<file path="config.mk">
export PLATFORM = sky130hd
export DESIGN_NAME = store_merge_unit_flat
export DESIGN_NICKNAME = d
export VERILOG_FILES = /design/src/rtl/store_merge_unit_pkg.sv /design/src/rtl/store_merge_unit_if.sv /design/src/rtl/store_lane_merge.sv /design/src/rtl/store_merge_unit.sv /design/src/flat_wrapper.sv
export SDC_FILE = /design/constraint.sdc
export NUM_CORES = 1
export LEC_CHECK = 0
export CAP_MARGIN = 10
export CORE_MARGIN = 5
export CORE_UTILIZATION = 47
export DETAILED_ROUTE_END_ITERATION = 16
export GPL_TIMING_DRIVEN = 0
export MAX_ROUTING_LAYER = met4
export PLACE_DENSITY = 0.85
export RECOVER_POWER = 100
export SYNTH_ARGS = -nofsm -noshare
export SYNTH_HDL_FRONTEND = slang
export SYNTH_SLANG_ARGS = --single-unit
</file>
<file path="constraint.sdc">
create_clock -name clk -period 2.6 [get_ports clk]
set_input_delay 0.52 -clock clk [delete_from_list [all_inputs] [get_ports clk]]
set_output_delay 0.52 -clock clk [all_outputs]
set_load 0.005 [all_outputs]
</file>
<file path="src/rtl/store_merge_unit_pkg.sv">
// Shared definitions for the store merge unit.
//   SOP_* : store/load size codes, shared with the load extender
//   state_e : control FSM states
//   store_illegal() : size/alignment rejection rule applied at accept
package store_merge_unit_pkg;

  localparam logic [1:0] SOP_WORD = 2'b00;
  localparam logic [1:0] SOP_HALF = 2'b01;
  localparam logic [1:0] SOP_BYTE = 2'b10;
  localparam logic [1:0] SOP_RSVD = 2'b11;

  typedef enum logic [1:0] {
    StIdle,
    StRdReq,
    StRdWait,
    StWrite
  } state_e;

  // Reserved size, misaligned word, or half straddling a half-word boundary.
  function automatic logic store_illegal(logic [1:0] sop, logic [1:0] lane);
    return (sop == SOP_RSVD) ||
           ((sop == SOP_WORD) && (lane != 2'b00)) ||
           ((sop == SOP_HALF) && lane[0]);
  endfunction

endpackage

</file>
<file path="src/rtl/store_merge_unit_if.sv">
// Request and memory bus of the store merge unit.
//   req_*        : store request handshake from the datapath store stage
//   done / err   : single-cycle completion / rejection pulses
//   mem_*        : word-wide data memory read and write ports
// Modports: master = the store merge unit, slave = datapath plus memory.
interface store_merge_unit_if #(
  parameter int unsigned ADDR_W = 32
);
  logic              req_valid;
  logic              req_ready;
  logic [ADDR_W-1:0] req_addr;
  logic [31:0]       req_data;
  logic [1:0]        req_sop;
  logic              done;
  logic              err;
  logic              mem_rd_en;
  logic [ADDR_W-1:0] mem_addr;
  logic [31:0]       mem_rdata;
  logic              mem_rvalid;
  logic              mem_wr_en;
  logic [31:0]       mem_wdata;

  modport master (
    input  req_valid, req_addr, req_data, req_sop, mem_rdata, mem_rvalid,
    output req_ready, done, err, mem_rd_en, mem_addr, mem_wr_en, mem_wdata
  );

  modport slave (
    output req_valid, req_addr, req_data, req_sop, mem_rdata, mem_rvalid,
    input  req_ready, done, err, mem_rd_en, mem_addr, mem_wr_en, mem_wdata
  );
endinterface

</file>
<file path="src/rtl/store_lane_merge.sv">
// Combinational lane insertion for sub-word stores.
//   rdata_i : word read back from memory
//   data_i  : right-justified store data
//   lane_i  : byte offset within the word (addr[1:0])
//   sop_i   : store size code
//   wdata_o : word to write back
module store_lane_merge
  import store_merge_unit_pkg::*;
(
  input  logic [31:0] rdata_i,
  input  logic [31:0] data_i,
  input  logic [1:0]  lane_i,
  input  logic [1:0]  sop_i,
  output logic [31:0] wdata_o
);

  always_comb begin
    wdata_o = rdata_i;
    case (sop_i)
      SOP_BYTE: wdata_o[8*lane_i +: 8]     = data_i[7:0];
      SOP_HALF: wdata_o[16*lane_i[1] +: 16] = data_i[15:0];
      default:  wdata_o = data_i;
    endcase
  end

endmodule

</file>
<file path="src/rtl/store_merge_unit.sv">
// Store merge unit: turns word/half/byte store requests into aligned 32-bit memory
// writes, doing read-modify-write for sub-word stores.
//   clk, rst_n : clock, asynchronous active-low reset
//   bus        : request handshake, done/err pulses and memory ports (master side)
// Parameters: ADDR_W byte-address width, RD_TIMEOUT max cycles waiting for read data.
module store_merge_unit
  import store_merge_unit_pkg::*;
#(
  parameter int unsigned ADDR_W     = 32,
  parameter int unsigned RD_TIMEOUT = 16
) (
  input logic               clk,
  input logic               rst_n,
  store_merge_unit_if.master bus
);

  localparam int unsigned CntW = $clog2(RD_TIMEOUT + 1);

  state_e            state_q, state_d;
  logic [CntW-1:0]   cnt_q, cnt_d;
  logic              err_q, err_d;
  logic [ADDR_W-1:0] addr_q, addr_d;
  logic [1:0]        lane_q, lane_d;
  logic [31:0]       data_q, data_d;
  logic [1:0]        sop_q, sop_d;
  logic [31:0]       wdata_q, wdata_d;
  logic [31:0]       merged;

  store_lane_merge u_lane_merge (
    .rdata_i (bus.mem_rdata),
    .data_i  (data_q),
    .lane_i  (lane_q),
    .sop_i   (sop_q),
    .wdata_o (merged)
  );

  always_comb begin
    state_d = state_q;
    cnt_d   = cnt_q;
    err_d   = 1'b0;
    addr_d  = addr_q;
    lane_d  = lane_q;
    data_d  = data_q;
    sop_d   = sop_q;
    wdata_d = wdata_q;
    unique case (state_q)
      StIdle: begin
        // err_q high means the rejection pulse is still showing; not ready yet.
        if (bus.req_valid && !err_q) begin
          if (store_illegal(bus.req_sop, bus.req_addr[1:0])) begin
            err_d = 1'b1;
          end else begin
            addr_d = {bus.req_addr[ADDR_W-1:2], 2'b00};
            lane_d = bus.req_addr[1:0];
            data_d = bus.req_data;
            sop_d  = bus.req_sop;
            if (bus.req_sop == SOP_WORD) begin
              wdata_d = bus.req_data;
              state_d = StWrite;
            end else begin
              state_d = StRdReq;
            end
          end
        end
      end
      StRdReq: begin
        cnt_d   = '0;
        state_d = StRdWait;
      end
      StRdWait: begin
        if (bus.mem_rvalid) begin
          wdata_d = merged;
          state_d = StWrite;
        end else begin
          cnt_d = cnt_q + 1'b1;
          if (cnt_d == CntW'(RD_TIMEOUT)) begin
            err_d   = 1'b1;
            state_d = StIdle;
          end
        end
      end
      StWrite: state_d = StIdle;
      default: state_d = StIdle;
    endcase
  end

  always_ff @(posedge clk or negedge rst_n) begin
    if (!rst_n) begin
      state_q <= StIdle;
      cnt_q   <= '0;
      err_q   <= 1'b0;
      addr_q  <= '0;
      lane_q  <= 2'b00;
      data_q  <= '0;
      sop_q   <= SOP_WORD;
      wdata_q <= '0;
    end else begin
      state_q <= state_d;
      cnt_q   <= cnt_d;
      err_q   <= err_d;
      addr_q  <= addr_d;
      lane_q  <= lane_d;
      data_q  <= data_d;
      sop_q   <= sop_d;
      wdata_q <= wdata_d;
    end
  end

  assign bus.req_ready = (state_q == StIdle) && !err_q;
  assign bus.err       = err_q;
  assign bus.mem_rd_en = (state_q == StRdReq);
  assign bus.mem_wr_en = (state_q == StWrite);
  assign bus.done      = (state_q == StWrite);
  assign bus.mem_addr  = addr_q;
  assign bus.mem_wdata = wdata_q;

endmodule
</file>
<file path="src/flat_wrapper.sv">
// flat-port wrapper written by rule: the top's interface ports become plain ports
module store_merge_unit_flat import store_merge_unit_pkg::*;
#(
  parameter int unsigned ADDR_W     = 32,
  parameter int unsigned RD_TIMEOUT = 16
)
  (clk, rst_n, bus_req_valid, bus_req_addr, bus_req_data, bus_req_sop, bus_mem_rdata, bus_mem_rvalid, bus_req_ready, bus_done, bus_err, bus_mem_rd_en, bus_mem_addr, bus_mem_wr_en, bus_mem_wdata);
  store_merge_unit_if #(.ADDR_W(ADDR_W)) bus_i ();
  input logic clk;
  input logic rst_n;
  input wire logic [$bits(bus_i.req_valid)-1:0] bus_req_valid;
  input wire logic [$bits(bus_i.req_addr)-1:0] bus_req_addr;
  input wire logic [$bits(bus_i.req_data)-1:0] bus_req_data;
  input wire logic [$bits(bus_i.req_sop)-1:0] bus_req_sop;
  input wire logic [$bits(bus_i.mem_rdata)-1:0] bus_mem_rdata;
  input wire logic [$bits(bus_i.mem_rvalid)-1:0] bus_mem_rvalid;
  output wire logic [$bits(bus_i.req_ready)-1:0] bus_req_ready;
  output wire logic [$bits(bus_i.done)-1:0] bus_done;
  output wire logic [$bits(bus_i.err)-1:0] bus_err;
  output wire logic [$bits(bus_i.mem_rd_en)-1:0] bus_mem_rd_en;
  output wire logic [$bits(bus_i.mem_addr)-1:0] bus_mem_addr;
  output wire logic [$bits(bus_i.mem_wr_en)-1:0] bus_mem_wr_en;
  output wire logic [$bits(bus_i.mem_wdata)-1:0] bus_mem_wdata;
  assign bus_i.req_valid = bus_req_valid;
  assign bus_i.req_addr = bus_req_addr;
  assign bus_i.req_data = bus_req_data;
  assign bus_i.req_sop = bus_req_sop;
  assign bus_i.mem_rdata = bus_mem_rdata;
  assign bus_i.mem_rvalid = bus_mem_rvalid;
  assign bus_req_ready = bus_i.req_ready;
  assign bus_done = bus_i.done;
  assign bus_err = bus_i.err;
  assign bus_mem_rd_en = bus_i.mem_rd_en;
  assign bus_mem_addr = bus_i.mem_addr;
  assign bus_mem_wr_en = bus_i.mem_wr_en;
  assign bus_mem_wdata = bus_i.mem_wdata;
  store_merge_unit #(.ADDR_W(ADDR_W), .RD_TIMEOUT(RD_TIMEOUT)) u_core (.clk(clk), .rst_n(rst_n), .bus(bus_i));
endmodule
</file>
# Yosys cells after proc, flatten, opt, wreduce, memory -nomap -nowiden
# Cells that the tools add are included.
# totals
register_bits	106
latchBits	0
ram_bits	0
mem_bits_ro	0
inputBits	102
output_inout_bits	69
elab_cells	67
memories	0
# classes
addsub	3
multipliers	0
div	0
n_lt_le_gt_ge	0
eq_ne	14
shifts	4
n_mux	21
bitwise	1
n_reduce_logical	16
# op_table
cell	count
$mux 32	4
$pmux 32 s2	2
$neg 5->34	2
$bwmux 32	2
$shift 16x34->32 const A	1
$shift 8x34->32 const A	1
$shiftx 16x34->32	1
$shiftx 8x34->32	1
$mux 2	5
$pmux 5 s2	1
$eq 2x2->1 const B	4
$pmux 2 s4	1
$eq 2x1->1 const B	3
$ne 2x2->1 const B	3
$reduce_and 3->1	2
$reduce_bool 2->1	3
$add 5x1->5 const B	1
$eq 5x5->1 const B	1
$mux 5	1
$reduce_and 5->1	1
$logic_and 1x1->1	4
$logic_not 2->1	2
$mux 1	4
$ne 2x1->1 const B	2
other kinds (6)	7

# Logic depth before layout (Yosys ltp)
# logic_depth
ltp_word	7
mapped_depth	9
depth_no_buf	7

# By module
# Synthesis repeated with hierarchy kept, for this count alone.
# hier_totals
hier_cells	431
area_unflattened_um2	5476.5
# by_module_without_submodules
mod	instances	cells_each	area_each_um2	seq_area_each_um2
store_merge_unit	1	299	4528.1	2652.5
store_lane_merge	1	132	948.4	0.0

# Worst setup path after synthesis
# Ideal clock, no wire load.
# synth_path
kind	register to register
start	register u_core.lane_q[1]
end	register u_core.wdata_q[10] (netlist: u_core.bus.mem_wdata[10])
setup_time_ns	0.128
arrival_time_ns	2.003
required_time_ns	2.472
setup_slack_ns	0.469
stages_incl_launch_ff	9
path_buffers	2
synth_period_minus_slack_ns	2.131
path_cell_list	dfrtp_1 -> buf_2 -> inv_1 -> ha_1 -> buf_1 -> a21boi_1 -> o32ai_1 -> a221oi_1 -> o31ai_2
# synth_via
elab_chain_cells	6
# synth_lines
element	line_no	text
start, declared	store_merge_unit.sv:23	logic [1:0] lane_q, lane_d;
start signal, assigned	store_merge_unit.sv:102	lane_q <= lane_d;
$neg 5->34 (on tied branches)	store_lane_merge.sv:21, store_lane_merge.sv:20	
$shiftx 16x34->32, or another cell as far along	store_lane_merge.sv:21	SOP_HALF: wdata_o[16*lane_i[1] +: 16] = data_i[15:0];
$bwmux 32 (on tied branches)	store_lane_merge.sv:21, store_lane_merge.sv:20	
$pmux 32 s2 (*)	store_lane_merge.sv:19	case (sop_i)
$mux 32 (*)	store_merge_unit.sv:71	if (bus.mem_rvalid) begin
$pmux 32 s2 (*)	store_merge_unit.sv:46	unique case (state_q)
end signal, assigned	store_merge_unit.sv:105	wdata_q <= wdata_d;
end, declared	store_merge_unit.sv:26	logic [31:0] wdata_q, wdata_d;
# Mark *: on every way between the ends. The rest lies on a longest branch, timed or not. The select of a mux whose other input is x is not followed.
# A chain may end at the register's enable or synchronous reset.

# Worst setup path after layout
# layout_path
start	input port bus_req_valid
end	register u_core.data_q[27]
# layout_via
elab_chain_cells	2
# layout_lines
element	line_no	text
start, declared	flat_wrapper.sv:11	input wire logic [$bits(bus_i.req_valid)-1:0] bus_req_valid;
$logic_and 1x1->1	store_merge_unit.sv:49	if (bus.req_valid && !err_q) begin
$reduce_and 3->1 (no source line)	n/a	
end signal, assigned	store_merge_unit.sv:103	data_q <= data_d;
end, declared	store_merge_unit.sv:24	logic [31:0] data_q, data_d;
# No other way between the ends.

==> flow_metrics.env <==
export IMPL_rr_worst_depth=5
export IMPL_grt_use_met1_pct=32.7
export IMPL_syn_avg_cell_area_um2=10.1
export IMPL_synthToLayoutAreaGrowth_pct=39.7
export IMPL_cp_end_kind="flip-flop"
export IMPL_dp_slack_ns=-0.487
export IMPL_clk_latency_ns=0.36
export IMPL_required_ns=2.83
export IMPL_yosys_warnings=0
export IMPL_n_antenna_cell=0
export IMPL_synth_seq_area_share_pct=48.0
export IMPL_grt_setup_unrepaired="no"
export IMPL_initial_core_util_pct=48.2
export IMPL_globalRouteMet3Util_pct=4.78
export IMPL_grt_pass1_wl_um=28600
export IMPL_clockBufferDepth=2
export IMPL_power_mw=9.14
export IMPL_setup_ws_ns=0.0636
export IMPL_final_area_mm2=0.00773
export IMPL_die_w_um=118
export IMPL_hp_class="input pin to async pin"
export IMPL_clock_sinks=106
export IMPL_rrSetupSlack_ns=0.15
export IMPL_cts_tree="done"
export IMPL_powerDensity_mw_per_mm2=1180
export IMPL_setup_viol=0
export IMPL_cts_hold_buf=0
export IMPL_maxSlewViolCount=0
export IMPL_final_layout_size_suffix_gt1_share_pct=15.6
export IMPL_p_leak_nw=3.25
export IMPL_h_tree_depth=3
export IMPL_path_class="input pin to flip-flop"
export IMPL_synth_top_cell_area_share_pct=48.0
export IMPL_drt_first_pass_iters=5
export IMPL_syn_area_mm2=0.00553
export IMPL_synth_seq_cells=106
export IMPL_path_max_fanout=10
export IMPL_antenna_found_initial=0
export IMPL_wl_um=18100
export IMPL_synth_common_cells="106 x dfrtp_1, 71 x nand2_1, 61 x mux2_2"
export IMPL_min_period_ns=2.54
export IMPL_netlist_instances=550
export IMPL_yosys_top_cells_area="dfrtp_1 48%, mux2_2 12%, a221oi_1 7.4%"
export IMPL_ioPinCount=171
export IMPL_crit_arrival_ns=2.77
export IMPL_vias_per_cell=5.96
export IMPL_grt_max_degree=56
export IMPL_yosysMostFrequentCell="dfrtp_1"
export IMPL_die_y_um=118
export IMPL_yosys_most_used_dff="dfrtp_1"
export IMPL_dp_cells=863
export IMPL_dieArea_mm2=0.0140
export IMPL_max_slew_margin_rel_pct=15.2
export IMPL_async_reset_ff_share_pct=100
export IMPL_hpwl_um=13800
export IMPL_worstReg2RegStart="u_core.state_q[0]"
export IMPL_grt_use_met2_pct=41.9
export IMPL_overflow=0
export IMPL_wire_per_inst_um=20.6
export IMPL_yosysUniqueCellTypes=42
export IMPL_final_nets=842
export IMPL_r2r_end="u_core.data_q[27]"
export IMPL_gp_congestion=0.994
export IMPL_drt_initial_drc_count=510
export IMPL_cts_buffers=9
export IMPL_setup_tns_final_ns=0
export IMPL_core_area_mm2=0.0115
export IMPL_top_usage_layer="met2"
export IMPL_root_buffer="clkbuf_16"
export IMPL_grt_pass1_vias=5449
export IMPL_max_cap_viol_count=0
export IMPL_drc_errors=0
export IMPL_finalClockSkew_ns=0.00917
export IMPL_fmax_ghz=0.394
export IMPL_finalNonFillerCells=879
export IMPL_yosysTopAreaCell="dfrtp_1"
export IMPL_port_buffers=168
export IMPL_placed_cell_area_mm2=0.00742
export IMPL_row_count=39
export IMPL_clk_pin_slew_worst_paths_ns=0.08
export IMPL_crit_path_start_kind="input pin"
export IMPL_period_share_pct=97.6
export IMPL_synth_edf_count=0
export IMPL_vias=5238
export IMPL_worst_pin_slew_ns=1.27
export IMPL_ir_drop_v=0.000659
export IMPL_grt_usage_pct=26.2
export IMPL_hold_viol_final=0
export IMPL_ant_nets=0
export IMPL_outcome="complete, no violations"
==> cell families after synthesis <==
family,Yosys count,synth area share (%)
other,1,0.0678
xor gates and xnor gates,1,0.158
buffers and inverters,78,5.97
AOI/OAI and AO/OA,153,19.9
muxes,61,12.4
adders and majority gates,9,2.04
DFF,106,48.0
and+or+nand+nor,141,11.5
==> final cells by class <==
type / count / area (um^2)
buffer: 48 / 228
clock buffer: 9 / 225
clock inverter: 7 / 85.1
fill: 875 / 3740
inverter: 30 / 113
multi-input combinational: 367 / 2560
sequential: 106 / 2650
tap: 143 / 179
timing repair buffer: 169 / 1680
==> worst max path at each step <==
stage                          start                       end  slack (ns)  depth (start not counted)
finish                 bus_req_valid         u_core.data_q[27]        0.06                          6
global placement               rst_n   u_core.bus.mem_wdata[5]       -2.87                          1
detailed placement     bus_req_valid         u_core.data_q[27]       -0.49                          6
global route           bus_req_valid         u_core.data_q[27]       0.003                          6
floorplan           u_core.lane_q[1]  u_core.bus.mem_wdata[10]        0.47                          8
CTS                 u_core.lane_q[1]   u_core.bus.mem_wdata[7]        0.04                          9
==> power by group <==
group,internal [mW],switching [mW]
clock network,0.764,0.676
logic,2.17,2.47
registers,2.44,0.615
total,5.37,3.76
==> cells in the final DEF, fill, tap and decap left out, types with 4 or more instances in the layout <==
cell type          n
dfrtp_1          106
clkdlybuf4s50_1  100
nand2_1           71
dlygate4sd3_1     67
mux2_2            61
a221oi_1          47
o21ai_0           42
inv_1             30
nor2_1            27
clkbuf_1          24
a21oi_1           22
nand3_1           19
clkbuf_2           9
buf_2              9
o31ai_2            9
ha_1               9
clkbuf_16          9
o32ai_1            8
a31oi_1            8
nor2b_1            7
nand2b_1           6
o31ai_1            6
buf_4              4
==> metrics by stage <==
step | hold slack, ns | util (%)
6_report | 0.419 | 67.4
2_1_floorplan | 0.224 | -
4_1_cts | 0.205 | 67.5
3_3_place_gp | 0.463 | 64.5
5_1_grt | 0.503 | 67.4
3_5_place_dp | 0.469 | 64.7
==> flip-flops by register name (all words and copies together) (netlist names) <==
| name | cells |
|---|---|
| u_core.sop_q | 2 |
| u_core.bus.mem_wdata | 32 |
| u_core.bus.err | 1 |
| u_core.cnt_q | 5 |
| u_core.data_q | 32 |
| u_core.state_q | 2 |
| u_core.lane_q | 2 |
| u_core.bus.mem_addr | 30 |
==> metal layers <==
layer | vias to the layer above | share of wire, %
li1 | 2356 | -
met1 | 2566 | 40
met2 | 267 | 49
met3 | 49 | 7.3
met4 | 0 | 3.5
met5 | - | 0
==> critical path, cell delays in order <==
cell             delay [ns]
clkdlybuf4s50_1        0.47
or4b_4                 0.49
nor2_2                 0.39
buf_2                  0.35
clkbuf_1               0.38
o21ai_0                0.16
==> what timing repair did <==
item | CTS | global route
buffers inserted | 0 | 0
gates resized for setup | 2 | 12
setup endpoints to repair | 20 | 23
cloned | 0 | 0
No activity file was read; power rests on OpenSTA's default activity.
